File: src/rtl/input_conditioner.sv
// -----------------------------------------------------------------------------
// input_conditioner
//
// Front end between the board switches/keys and the game control FSM. Six raw,
// asynchronous, bouncy active-high button levels are synchronized, debounced
// and turned into registered single-cycle command pulses, so that one physical
// press gives exactly one cursor move or one selection.
//
// Optional build macro: INPUT_AUTOREPEAT_EN
//   When defined, a direction that stays pressed re-pulses REPEAT_DELAY cycles
//   after its initial pulse and then every REPEAT_PERIOD cycles. When it is
//   undefined, each press produces exactly one pulse.
//
// Ports
//   clk           system clock (CLOCK_50)
//   resetn        asynchronous active-low reset
//   up_raw .. deselect_raw
//                 raw active-high button levels (asynchronous)
//   enable        synchronous; when low every pulse output is forced to 0,
//                 debouncing and held keep running
//   up, down, left, right
//                 one-cycle direction pulses, mutually exclusive,
//                 priority up > down > left > right
//   select, deselect
//                 one-cycle action pulses, select wins a tie
//   held[5:0]     debounced levels {deselect, select, right, left, down, up}
// -----------------------------------------------------------------------------
module input_conditioner #(
  parameter int DEBOUNCE_CYCLES = 1000000,
  parameter int CNT_W           = 20,
  parameter int REPEAT_DELAY    = 25000000,
  parameter int REPEAT_PERIOD   = 10000000
) (
  input  logic       clk,
  input  logic       resetn,
  input  logic       up_raw,
  input  logic       down_raw,
  input  logic       left_raw,
  input  logic       right_raw,
  input  logic       select_raw,
  input  logic       deselect_raw,
  input  logic       enable,
  output logic       up,
  output logic       down,
  output logic       left,
  output logic       right,
  output logic       select,
  output logic       deselect,
  output logic [5:0] held
);

  localparam int NCH = 6;
  // Last counter value before a pending level change is accepted.
  localparam logic [CNT_W-1:0] CNT_LAST = CNT_W'(DEBOUNCE_CYCLES - 1);

  // Channel order matches held: {deselect, select, right, left, down, up}.
  logic [NCH-1:0]   raw_s;
  logic [NCH-1:0]   s1_q, s1_d;
  logic [NCH-1:0]   s2_q, s2_d;
  logic [NCH-1:0]   st_q, st_d;
  logic [CNT_W-1:0] cnt_q [NCH];
  logic [CNT_W-1:0] cnt_d [NCH];
  logic [NCH-1:0]   rise_s;
  logic [3:0]       dir_req_s;
  logic [1:0]       act_req_s;
  logic [NCH-1:0]   win_s;
  logic [NCH-1:0]   pulse_q, pulse_d;

  assign raw_s = {deselect_raw, select_raw, right_raw, left_raw, down_raw, up_raw};

  // Two-flop synchronizer input selection.
  always_comb begin
    s1_d = raw_s;
    s2_d = s1_q;
  end

  // Per-channel debounce: a level change is accepted only after the
  // synchronized input has disagreed with the stable level for
  // DEBOUNCE_CYCLES consecutive edges; any agreement restarts the count.
  always_comb begin
    for (int i = 0; i < NCH; i++) begin
      st_d[i]  = st_q[i];
      cnt_d[i] = cnt_q[i];
      if (s2_q[i] == st_q[i]) begin
        cnt_d[i] = {CNT_W{1'b0}};
      end else if (cnt_q[i] == CNT_LAST) begin
        st_d[i]  = s2_q[i];
        cnt_d[i] = {CNT_W{1'b0}};
      end else begin
        cnt_d[i] = cnt_q[i] + {{(CNT_W-1){1'b0}}, 1'b1};
      end
    end
  end

  // A channel qualifies on the edge where its stable level goes 0->1.
  assign rise_s    = ~st_q & st_d;
  assign act_req_s = rise_s[5:4];

`ifdef INPUT_AUTOREPEAT_EN
  localparam int RPT_MAX = (REPEAT_DELAY > REPEAT_PERIOD) ? REPEAT_DELAY : REPEAT_PERIOD;
  localparam int RPT_W   = $clog2(RPT_MAX + 1);
  localparam logic [RPT_W-1:0] RPT_DLY_LAST = RPT_W'(REPEAT_DELAY - 1);
  localparam logic [RPT_W-1:0] RPT_PER_LAST = RPT_W'(REPEAT_PERIOD - 1);

  logic [RPT_W-1:0] rpt_cnt_q [4];
  logic [RPT_W-1:0] rpt_cnt_d [4];
  logic [3:0]       rpt_act_q, rpt_act_d;
  logic [3:0]       rpt_per_q, rpt_per_d;
  logic [3:0]       rpt_fire_s;

  // Repeat timers: armed by the rising qualification, first fire after
  // REPEAT_DELAY edges, then every REPEAT_PERIOD edges. Cleared as soon as
  // the stable level drops, so no repeat can fire on the release edge.
  always_comb begin
    for (int i = 0; i < 4; i++) begin
      rpt_cnt_d[i]  = rpt_cnt_q[i];
      rpt_act_d[i]  = rpt_act_q[i];
      rpt_per_d[i]  = rpt_per_q[i];
      rpt_fire_s[i] = 1'b0;
      if (!st_d[i]) begin
        rpt_cnt_d[i] = {RPT_W{1'b0}};
        rpt_act_d[i] = 1'b0;
        rpt_per_d[i] = 1'b0;
      end else if (rise_s[i]) begin
        rpt_cnt_d[i] = {RPT_W{1'b0}};
        rpt_act_d[i] = 1'b1;
        rpt_per_d[i] = 1'b0;
      end else if (rpt_act_q[i]) begin
        if (rpt_cnt_q[i] == (rpt_per_q[i] ? RPT_PER_LAST : RPT_DLY_LAST)) begin
          rpt_fire_s[i] = 1'b1;
          rpt_cnt_d[i]  = {RPT_W{1'b0}};
          rpt_per_d[i]  = 1'b1;
        end else begin
          rpt_cnt_d[i] = rpt_cnt_q[i] + {{(RPT_W-1){1'b0}}, 1'b1};
        end
      end else begin
        rpt_cnt_d[i] = rpt_cnt_q[i];
      end
    end
  end

  // Repeat timer state.
  always_ff @(posedge clk or negedge resetn) begin
    if (!resetn) begin
      for (int i = 0; i < 4; i++) begin
        rpt_cnt_q[i] <= {RPT_W{1'b0}};
      end
      rpt_act_q <= 4'b0000;
      rpt_per_q <= 4'b0000;
    end else begin
      for (int i = 0; i < 4; i++) begin
        rpt_cnt_q[i] <= rpt_cnt_d[i];
      end
      rpt_act_q <= rpt_act_d;
      rpt_per_q <= rpt_per_d;
    end
  end

  assign dir_req_s = rise_s[3:0] | rpt_fire_s;
`else
  // Repeat parameters have no function in the single-pulse build.
  logic unused_rpt_s;
  assign unused_rpt_s = (REPEAT_DELAY != 32'sd0) ^ (REPEAT_PERIOD != 32'sd0);
  assign dir_req_s    = rise_s[3:0];
`endif

  // Arbitration and enable gating. Losing requests are dropped, not deferred;
  // directions and actions are arbitrated independently.
  always_comb begin
    win_s = 6'b000000;
    if (dir_req_s[0]) begin
      win_s[0] = 1'b1;
    end else if (dir_req_s[1]) begin
      win_s[1] = 1'b1;
    end else if (dir_req_s[2]) begin
      win_s[2] = 1'b1;
    end else if (dir_req_s[3]) begin
      win_s[3] = 1'b1;
    end else begin
      win_s[3:0] = 4'b0000;
    end
    if (act_req_s[0]) begin
      win_s[4] = 1'b1;
    end else if (act_req_s[1]) begin
      win_s[5] = 1'b1;
    end else begin
      win_s[5:4] = 2'b00;
    end
    if (enable) begin
      pulse_d = win_s;
    end else begin
      pulse_d = 6'b000000;
    end
  end

  // Synchronizers, debounce state and pulse registers.
  always_ff @(posedge clk or negedge resetn) begin
    if (!resetn) begin
      s1_q    <= 6'b000000;
      s2_q    <= 6'b000000;
      st_q    <= 6'b000000;
      pulse_q <= 6'b000000;
      for (int i = 0; i < NCH; i++) begin
        cnt_q[i] <= {CNT_W{1'b0}};
      end
    end else begin
      s1_q    <= s1_d;
      s2_q    <= s2_d;
      st_q    <= st_d;
      pulse_q <= pulse_d;
      for (int i = 0; i < NCH; i++) begin
        cnt_q[i] <= cnt_d[i];
      end
    end
  end

  assign up       = pulse_q[0];
  assign down     = pulse_q[1];
  assign left     = pulse_q[2];
  assign right    = pulse_q[3];
  assign select   = pulse_q[4];
  assign deselect = pulse_q[5];
  assign held     = st_q;

endmodule

File: config.mk
export PLATFORM = sky130hd
export DESIGN_NAME = input_conditioner
export DESIGN_NICKNAME = d
export VERILOG_FILES = /design/src/rtl/input_conditioner.sv
export SDC_FILE = /design/constraint.sdc
export NUM_CORES = 1
export LEC_CHECK = 0
export CORE_ASPECT_RATIO = 1.25
export CORE_MARGIN = 2
export CORE_UTILIZATION = 56
export CTS_BUF_LIST = sky130_fd_sc_hd__clkbuf_16
export CTS_CLUSTER_SIZE = 24
export DETAILED_ROUTE_END_ITERATION = 10
export HOLD_SLACK_MARGIN = 0.12
export PLACE_DENSITY = 0.86
export SLEW_MARGIN = 0
export SYNTH_ARGS = -nofsm -noshare
export SYNTH_HDL_FRONTEND = slang
export SYNTH_SLANG_ARGS = --single-unit
File: constraint.sdc
create_clock -name clk -period 1.96 [get_ports clk]
set_input_delay 0.392 -clock clk [delete_from_list [all_inputs] [get_ports clk]]
set_output_delay 0.392 -clock clk [all_outputs]
set_load 0.005 [all_outputs]
==> metrics.txt, run 1 <==
filler cell count 831; Clock power frac 50.1%; fraction of registers with async set/reset 100.0%; worst path required time 2.28 ns; Iteration-0 DRC Markers roughly 380; most instantiated library cell after synthesis dfrtp_1; critical path class register to register; crit path capture cnt_q[110]$_DFF_PN0_; critical-path cell list ha_2 -> inv_1 -> or4_4 -> o22ai_4 -> clkbuf_4 -> nor2_1; Mapped Nets between 600 and 700; library cells used by synthesis 46; IO Pins 21; Worst path slowest cell or4_4; top cell type by total area after synthesis dfrtp_1; Antenna Violating Nets Remaining 0; Area growth syn-to-layout 19.65%; DRT Pass-1 Iters 7; top_reg_cell synth dfrtp_1; Post-synth EDFFs 0; n_diodes 0; design area 0.008298 mm2; die width 103.5 um; number of hold violations in the final report 0; crit-path max FO 6; Total GRT Usage 24.07%; total core area 0.01211 mm2; RSZ-0062 raised after global routing true; Final #Nets 757; worst r2r dst cnt_q[110]$_DFF_PN0_; H-tree Lvls 4; detailed-route DRC error count 0; leak pwr 0.003419 uW; R2R setup slack -0.04 ns; number of CTS-inserted buffers 17; Worst Tran Pin Value around 0.55 ns; Synth warnings 0; largest net degree at the start of global routing 43; Avg WL per Cell between 15 and 20 um; Post-DP HPWL 9701 um; Max stage delay on crit path 0.63 ns; fin. max-slew vios 0; worst r2r path cells 6; global-route wire length before repair 25880 um; Final Setup Violations 15; gpl congestion 0.8833; Synth top area share 51.96%; layout cells sized above 1 14.19%; Initial Util between 50% and 60%; largest cells by area after synthesis dfrtp_1 (52%), xnor2_1 (5.6%), nor2_1 (5.1%); Switch Pwr around 1400 uW; critical path startpoint category register; Hold Path Class register to register; Worst setup EP type register; status complete, but fails checks; max-cap violations 0; routed wire length ~16000 um; via-per-instance ratio 6.122; worst reg2reg path startpoint cnt_q[100]$_DFF_PN0_; crit share post-route 102.1%; Max Buffers Root-to-Sink 2; commonest cells in the synthesized netlist dfrtp_1 (144), nor2_1 (94), nand3_1 (45); switching share of total power 21.54%; Rows 45; Mapped Area 0.006935 mm2; GRT overflow 0; Sink Count ~140; die area 0.01330 mm2; buffers added on ports 20; Avg Inst Size Synth around 10 um2; Root Driver clkbuf_16; initial antenna violation count 0; clk_lat worst skew 0.43 ns; Post-Syn Instances 681; Reg power frac between 40% and 50%; die height 128.4 um; Synth Register Bits 144; worst setup margin -0.04158 ns; Tot Pwr 6626 uW; fmax 499.6 MHz; Pwr Density approximately 800 mW/mm2; violated checks setup timing; Comb pwr share 3.7%; number of global-route vias before repair 5600; Slew headroom 62.82%; crit path DAT 2.32 ns; Reg clk slew, reported paths 0.06 ns; Tmin final 2.002 ns; setup TNS -0.3235 ns; Worst VDD drop 0.6745 mV; Placed Instance Area 0.007517 mm2; Vias 5620; Max Clock Skew 0.007035 ns; Seq/Total Area, Yosys 51.96%; pre-CTS WS 0.01411 ns; CTS tree yes; Critical Path Start cnt_q[100]$_DFF_PN0_; P_int 5199 uW
## worst min path at each step
stage / endpoint / cells after the start / startpoint
floorplan: cnt_q[0]$_DFF_PN0_ / 0 / resetn
global placement: cnt_q[31]$_DFF_PN0_ / 1 / resetn
detailed placement: cnt_q[33]$_DFF_PN0_ / 1 / resetn
CTS: s2_q[2]$_DFF_PN0_ / 0 / s1_q[2]$_DFF_PN0_
global route: s2_q[0]$_DFF_PN0_ / 0 / s1_q[0]$_DFF_PN0_
finish: s2_q[2]$_DFF_PN0_ / 0 / s1_q[2]$_DFF_PN0_
## timing repair
action	in CTS	in global routing
endpoints found under the setup margin	24	52
hold buffers	1	0
resized for setup	6	20
gates cloned	0	2
pin swaps	0	3
buffers inserted	0	5
endpoints found under the hold margin	39	0
## routing by layer
layer | share of wire, % | global-route usage (%) | up-vias
li1 | - | - | 2572
met1 | 38 | 26.73 | 2811
met2 | 54 | 44.25 | 181
met3 | 4.3 | 5.978 | 56
met4 | 3.3 | 10.33 | 0
met5 | 0 | 0 | -
## logic make-up after synthesis
| kind of cell | count (synthesis) | synth area share, % |
|---|---|---|
| XOR/XNOR | 80 | 10.10 |
| adder cells (fa/ha/maj) | 6 | 1.082 |
| flip-flops | 144 | 51.96 |
| multiplexers | 7 | 1.100 |
| buffers and inverters | 37 | 2.363 |
| AND/OR/NAND/NOR | 333 | 26.72 |
| AO/OA/AOI/OAI | 74 | 6.675 |
## registers in the layout, indices dropped and copies added, names as in the netlist
name / count
s2_q: 6
pulse_q: 6
held: 6
s1_q: 6
cnt_q: 120
## power by group through the flow
stage	clock network, uW	logic, uW	registers (uW)
finish	3320	244	3060
global route	3470	277	3060
CTS	3340	233	3060
detailed placement	0	223	3110
global placement	0	212	3110
floorplan	0	99.6	3100
## placed cells by master, fill, tap and decap left out, types with 19 or more instances in the layout
cell / n
xnor2_1: 44
buf_4: 31
nand4_1: 20
or3_1: 20
nor4_1: 24
inv_1: 23
clkdlybuf4s50_1: 19
o21ai_0: 19
nand2_1: 36
a21oi_1: 31
nand3_1: 43
dfrtp_1: 142
xor2_1: 36
nor2_1: 93
## worst max-delay path: cells and delay by family (launching register included)
family                     cells  cell delay (ns)
DFF                            1             0.38
and+or+nand+nor                2             0.69
AOI/OAI and AO/OA              1             0.26
buffers and inverters          2             0.31
adders and majority gates      1             0.24
## layout make-up
type / instances / area, um2 / area share (%)
timing repair buffer: 58 / 519.2 / 6.258
tap: 164 / 205.2 / 2.473
clock buffer: 17 / 425.4 / 5.127
sequential: 144 / 3606 / 43.46
multi-input combinational: 500 / 3288 / 39.63
clock inverter: 14 / 175.2 / 2.111
inverter: 21 / 78.83 / 0.9499
## per-stage QoR
stage               hold WS (ns)  utilization, %  std cells
finish                    0.3444           68.55        918
global route              0.3505           68.55        918
CTS                       0.3469           67.39        911
detailed placement        0.3340           62.10        879
global placement          0.3264           62.10        879
floorplan                0.09641               -        681
No activity file was read; power rests on OpenSTA's default activity.
==> run 2: changes to the inputs <==
CORE_UTILIZATION = 58   (was 56)
CTS_BUF_LIST = sky130_fd_sc_hd__clkbuf_4 sky130_fd_sc_hd__clkbuf_8   (was sky130_fd_sc_hd__clkbuf_16)
PLACE_DENSITY = 0.89   (was 0.86)
SETUP_SLACK_MARGIN = 0.2   (was not set)
==> run 2 against run 1 <==
Compared with the run above: the flow now finishes without violations; fmax grew 5.5%; first-iteration DRC count up 27%; setup slack better by 0.11 ns; critical path depth decreased by 1; core utilization rose by 7.6 points; die area decreased by 3.3%; clock-buffer cell count up 5.
==> metrics.txt, run 2 (same netlist as run 1, synthesis figures left out) <==
Most flops, register cnt_q; crit-path max FO 5 (-1); die width 101.8 um (-1.7%); Final #Nets 810 (+7.0%); Worst path slowest cell or4_4; Sink Count 144 (unchanged); fmax 527.3 MHz (+5.5%); Total GRT Usage 25.51% (+1.4 points); Initial Util 59.70% (+2.4 points); filler cell count 669 (-19%); number of CTS-inserted buffers 17 (unchanged); n_diodes 0 (unchanged); Final Setup Violations 0 (-15); Hold Path Class register to register; Tot Pwr 5611 uW (-15%); Worst setup EP type register; total core area 0.01162 mm2 (-4.0%); buffers added on ports 20 (unchanged); Slew headroom 71.37% (+8.6 points); Antenna Violating Nets Remaining 0 (unchanged); worst reg2reg path startpoint cnt_q[104]$_DFF_PN0_; status completed; placed cells 875 (-0.46%); GRT overflow 0 (unchanged); crit path DAT 2.25 ns (-0.07 ns); Pwr Density 634.4 mW/mm2 (-21%); most frequent cells in the layout dfrtp_1 (135), buf_4 (74), nor2_1 (73); design area 0.008845 mm2 (+6.6%); hold-critical path depth 0 (unchanged); setup TNS 0 ns (+0.3235 ns); Max Buffers Root-to-Sink 2 (unchanged); worst path required time 2.31 ns (+0.03 ns); fin. max-slew vios 0 (unchanged); worst r2r path cells 5 (-1); Max stage delay on crit path 0.61 ns (-0.02 ns); hold endpoint s2_q[3]$_DFF_PN0_; gpl congestion 0.8645 (-2.1%); leak pwr 0.003701 uW (+8.2%); crit share post-route 96.76% (-5.4 points); Buffers & Inverters on Critical Path 1 (-1); number of global-route vias before repair 5782 (+3.3%); Reg clk slew, reported paths 0.07 ns (about the same); routed wire length 18390 um (+13%); layout cells sized above 1 28.84% (+15 points); RSZ-0062 raised after global routing true; Tmin final 1.896 ns (-0.1052 ns); die area 0.01285 mm2 (-3.3%); largest net degree at the start of global routing 41 (-4.7%); via-per-instance ratio 6.182 (+0.97%); IO Pins 21 (unchanged); Largest register FFs 120 (unchanged); Vias 5990 (+6.6%); max-cap violations 0 (unchanged); Avg WL per Cell 18.98 um (+7.3%); initial antenna violation count 0 (unchanged); Post-DP HPWL 9717 um (+0.16%); Worst VDD drop 0.5822 mV (-14%); Placed Instance Area 0.007556 mm2 (+0.52%); clk_lat worst skew 0.47 ns (+0.04 ns); Area growth syn-to-layout 27.53%; Rows 44 (-2.2%); worst r2r dst cnt_q[106]$_DFF_PN0_; DRT Pass-1 Iters 6 (-1); most common cell after layout, fill and taps aside dfrtp_1; top cell family by delay on the critical path simple AND/OR/NAND/NOR gates; Max Clock Skew 0.01264 ns (+0.005607 ns); die height 126.3 um (-1.7%); global-route wire length before repair 26090 um (+0.82%); H-tree Lvls 4 (unchanged); critical path class register to register; detailed-route DRC error count 0 (unchanged); critical-path cell list nand4_4 -> or4_4 -> o22ai_4 -> buf_6 -> nor2_2; Worst Hold Slack 0.3536 ns (+0.009176 ns); R2R setup slack 0.06 ns (+0.11 ns); Non-Filler Instances 969 (+5.6%); number of hold violations in the final report 0 (unchanged); Worst Tran Pin Value 0.4255 ns (-0.1272 ns); Hold Startpoint s1_q[3]$_DFF_PN0_; Iteration-0 DRC Markers 478 (+27%); critical path startpoint category register; Root Driver clkbuf_8; CTS tree yes
## run 2: changes by cell type in the layout (fill, tap and decap cells not counted), moves of 12 or more
cell | previous run | this run
buf_4 | 31 | 74
buf_6 | 3 | 15
clkbuf_16 | 17 | 0
clkbuf_8 | 0 | 20
nor2_1 | 93 | 73
nor2_2 | 0 | 14
## run 2: layout make-up
| cell class | instances | area (um2) | share of cell area (%) |
|---|---|---|---|
| tap | 161 | 201.4 | 2.278 |
| inverter | 21 | 78.83 | 0.8912 |
| sequential | 144 | 3615 | 40.87 |
| clock buffer | 22 | 290.3 | 3.282 |
| timing repair buffer | 111 | 967.2 | 10.94 |
| multi-input combinational | 500 | 3606 | 40.77 |
| clock inverter | 10 | 86.33 | 0.9761 |
## run 2: per-layer routing
metal	GRT usage, %	up-vias	part of all wire (%)
met4	11.21	0	3.3
met1	30.77	2970	37
met5	0	-	0
met3	6.382	65	5.7
met2	42.80	279	54
li1	-	2676	-
## run 2: power breakdown
group / total (uW) / switching, uW / internal (uW) / leakage (uW)
Sequential: 3060 / 47.7 / 3010 / 0.00195
Combinational: 328 / 191 / 137 / 0.00155
Clock: 2220 / 1100 / 1120 / 0.000191
Total: 5610 / 1340 / 4270 / 0.00370
## run 2: worst max path at each step
stage / from / end / depth (start not counted)
after floorplan: cnt_q[16]$_DFF_PN0_ / held[5]$_DFF_PN0_ / 4
after global placement: cnt_q[16]$_DFF_PN0_ / cnt_q[12]$_DFF_PN0_ / 5
after detailed placement: cnt_q[16]$_DFF_PN0_ / cnt_q[14]$_DFF_PN0_ / 5
after CTS: cnt_q[105]$_DFF_PN0_ / cnt_q[119]$_DFF_PN0_ / 5
after global routing: cnt_q[104]$_DFF_PN0_ / cnt_q[118]$_DFF_PN0_ / 5
final: cnt_q[104]$_DFF_PN0_ / cnt_q[106]$_DFF_PN0_ / 5
## run 2: through the flow
stage,setup WS [ns],utilization (%)
floorplan,0.1771,-
finish,0.06359,76.14
detailed placement,0.04995,65.05
global placement,0.1033,65.05
CTS,0.2003,71.04
global route,0.02369,76.14
## run 2: timing repair
action,4_1_cts,5_1_grt
setup endpoints to repair,99,132
endpoints found under the hold margin,64,0
hold buffers,1,0
gates resized for setup,34,100
cloned,4,5
pin swaps,8,25
setup buffers,25,27
==> run 3: changes to the inputs <==
PLACE_DENSITY = 0.79   (was 0.89)
==> run 3 against run 2 <==
Compared with the run above: fmax is 4.2% higher; cell area up 0.31%; setup slack gained 0.077 ns; via count fell by 7.1%; clock power is 9% higher; sequential share of layout area is 0.085 points lower; critical path depth did not move; total power is 3.2% higher; worst hold slack got worse by 0.0030 ns; non-clock buffer count down 2; global-route usage decreased by 2.0 points; register-to-register slack better by 0.08 ns.
==> metrics.txt, run 3 (same netlist as run 1, synthesis figures left out) <==
Clock power frac 41.7% (+2.1 points); Worst Hold Slack 0.3506 ns (-0.002985 ns); crit share post-route 92.83% (-3.9 points); detailed-route DRC error count 0 (unchanged); critical path class register to register; number of CTS-inserted buffers 17 (unchanged); Total GRT Usage 23.56% (-2.0 points); Pwr Density 652.8 mW/mm2 (+2.9%); Worst setup EP type register; clk_lat worst skew 0.46 ns (about the same); Final Util 76.38% (+0.24 points); crit-path max FO 5 (unchanged); gpl congestion 0.8896 (+2.9%); Tmin final 1.819 ns (-0.07694 ns); number of global-route vias before repair 5498 (-4.9%); Slew headroom 72.77% (+1.4 points); Largest register FFs 120 (unchanged); die height 126.3 um (unchanged); buffers added on ports 20 (unchanged); hold-critical path depth 0 (unchanged); global-route wire length before repair 24120 um (-7.5%); IO Pins 21 (unchanged); Hold Path Class register to register; die width 101.8 um (unchanged); Final Setup Violations 0 (unchanged); largest net degree at the start of global routing 51 (+24%); Max Clock Skew 0.01074 ns (-0.001906 ns); Antenna Violating Nets Remaining 0 (unchanged); leak pwr 0.003629 uW (-2.0%); via-per-instance ratio 5.766 (-6.7%); P_int 4488 uW (+5.1%); RSZ-0062 raised after global routing true; die area 0.01285 mm2 (unchanged); setup TNS 0 ns (unchanged); filler cell count 737 (+10%); Worst VDD drop 0.5843 mV (+0.35%); critical path startpoint category register; max-cap violations 0 (unchanged); FF/Latch Area 0.003618 mm2 (+0.10%); Reg clk slew, reported paths 0.07 ns (about the same); Most flops, register cnt_q; Rows 44 (unchanged); Switch Pwr 1303 uW (-2.9%); area of the multi-input gates 0.003618 mm2 (+0.35%); n_diodes 0 (unchanged); Non-Filler Instances 965 (-0.41%); Area growth syn-to-layout 27.93%; Root Driver clkbuf_8; worst r2r path cells 5 (unchanged); Avg WL per Cell 15.90 um (-16%); Reg power frac 52.8% (-1.7 points); fin. max-slew vios 0 (unchanged); layout cells sized above 1 28.48% (-0.35 points); most common cell after layout, fill and taps aside dfrtp_1; Comb pwr share 5.4% (-0.4 points); GRT overflow 0 (unchanged); Final #Nets 808 (-0.25%); worst path required time 2.29 ns (-0.02 ns); DRT Pass-1 Iters 5 (-1); fmax 549.6 MHz (+4.2%); number of hold violations in the final report 0 (unchanged); Vias 5564 (-7.1%); H-tree Lvls 4 (unchanged); Worst Tran Pin Value 0.4051 ns (-0.02041 ns); CTS tree yes; Post-DP HPWL 9182 um (-5.5%); most frequent cells in the layout dfrtp_1 (132), buf_4 (76), nor2_1 (73); total core area 0.01162 mm2 (unchanged); Max Buffers Root-to-Sink 2 (unchanged); Iteration-0 DRC Markers 340 (-29%); Initial Util 59.70% (unchanged); crit path DAT 2.15 ns (-0.10 ns); placed cells 875 (unchanged); status completed; routed wire length 15340 um (-17%); switching share of total power 22.51% (-1.4 points); initial antenna violation count 0 (unchanged); Sink Count 144 (unchanged)
## run 3: worst paths after layout
path,startpoint,endpoint,slack [ns]
min in group asynchronous,resetn,cnt_q[29]$_DFF_PN0_,0.38
max in group asynchronous,resetn,held[0]$_DFF_PN0_,0.91
worst min-delay path,s1_q[0]$_DFF_PN0_,s2_q[0]$_DFF_PN0_,0.35
worst max register to register,cnt_q[106]$_DFF_PN0_,cnt_q[119]$_DFF_PN0_,0.14
worst min register to register,s1_q[0]$_DFF_PN0_,s2_q[0]$_DFF_PN0_,0.35
worst max-delay path,cnt_q[106]$_DFF_PN0_,cnt_q[119]$_DFF_PN0_,0.14
## run 3: layer usage
metal | vias to the layer above | share of wire [%] | track usage, %
met5 | - | 0 | 0
met4 | 0 | 2.1 | 9.539
met3 | 28 | 3.3 | 5.494
met2 | 111 | 54 | 40.63
met1 | 2760 | 41 | 27.97
li1 | 2665 | - | -
## run 3: worst max-delay path, cell delays in order (launching register included)
cell and delay (ns):
dfrtp_1 0.39, nand3b_1 0.17, or4_4 0.60, o22ai_4 0.30, buf_6 0.19, a21oi_1 0.06
## run 3: power groups by stage
| stage | clock network (uW) | registers [uW] | logic, uW |
|---|---|---|---|
| after floorplan | 0 | 3110 | 103 |
| after global placement | 0 | 3110 | 214 |
| final | 2420 | 3060 | 315 |
| after CTS | 2460 | 3060 | 264 |
| after detailed placement | 0 | 3110 | 221 |
| after global routing | 2600 | 3060 | 355 |
## run 3: final cells by class
cell class / count / share of cell area, %
flip-flops and latches: 144 / 40.78
repair buffers: 109 / 10.63
multi-input cells: 500 / 40.78
inverters: 21 / 0.8885
clock inverters: 10 / 1.537
clock buffers: 20 / 3.103
well taps: 161 / 2.270
## run 3: timing repair
action | 4_1_cts | 5_1_grt
cloned | 2 | 3
endpoints found under the hold margin | 31 | 0
pin swaps | 24 | 23
resized for setup | 35 | 87
buffers inserted | 31 | 23
hold buffers | 1 | 0
setup endpoints to repair | 81 | 129
## run 3: through the flow
step | power, uW | cell area (um2) | worst slack [ns]
5_1_grt | 6018 | 8872 | 0.05854
2_1_floorplan | 3208 | 6985 | 0.1771
3_5_place_dp | 3336 | 7569 | 0.04953
3_3_place_gp | 3324 | 7569 | 0.1242
4_1_cts | 5781 | 8343 | 0.1611
6_report | 5791 | 8872 | 0.1405
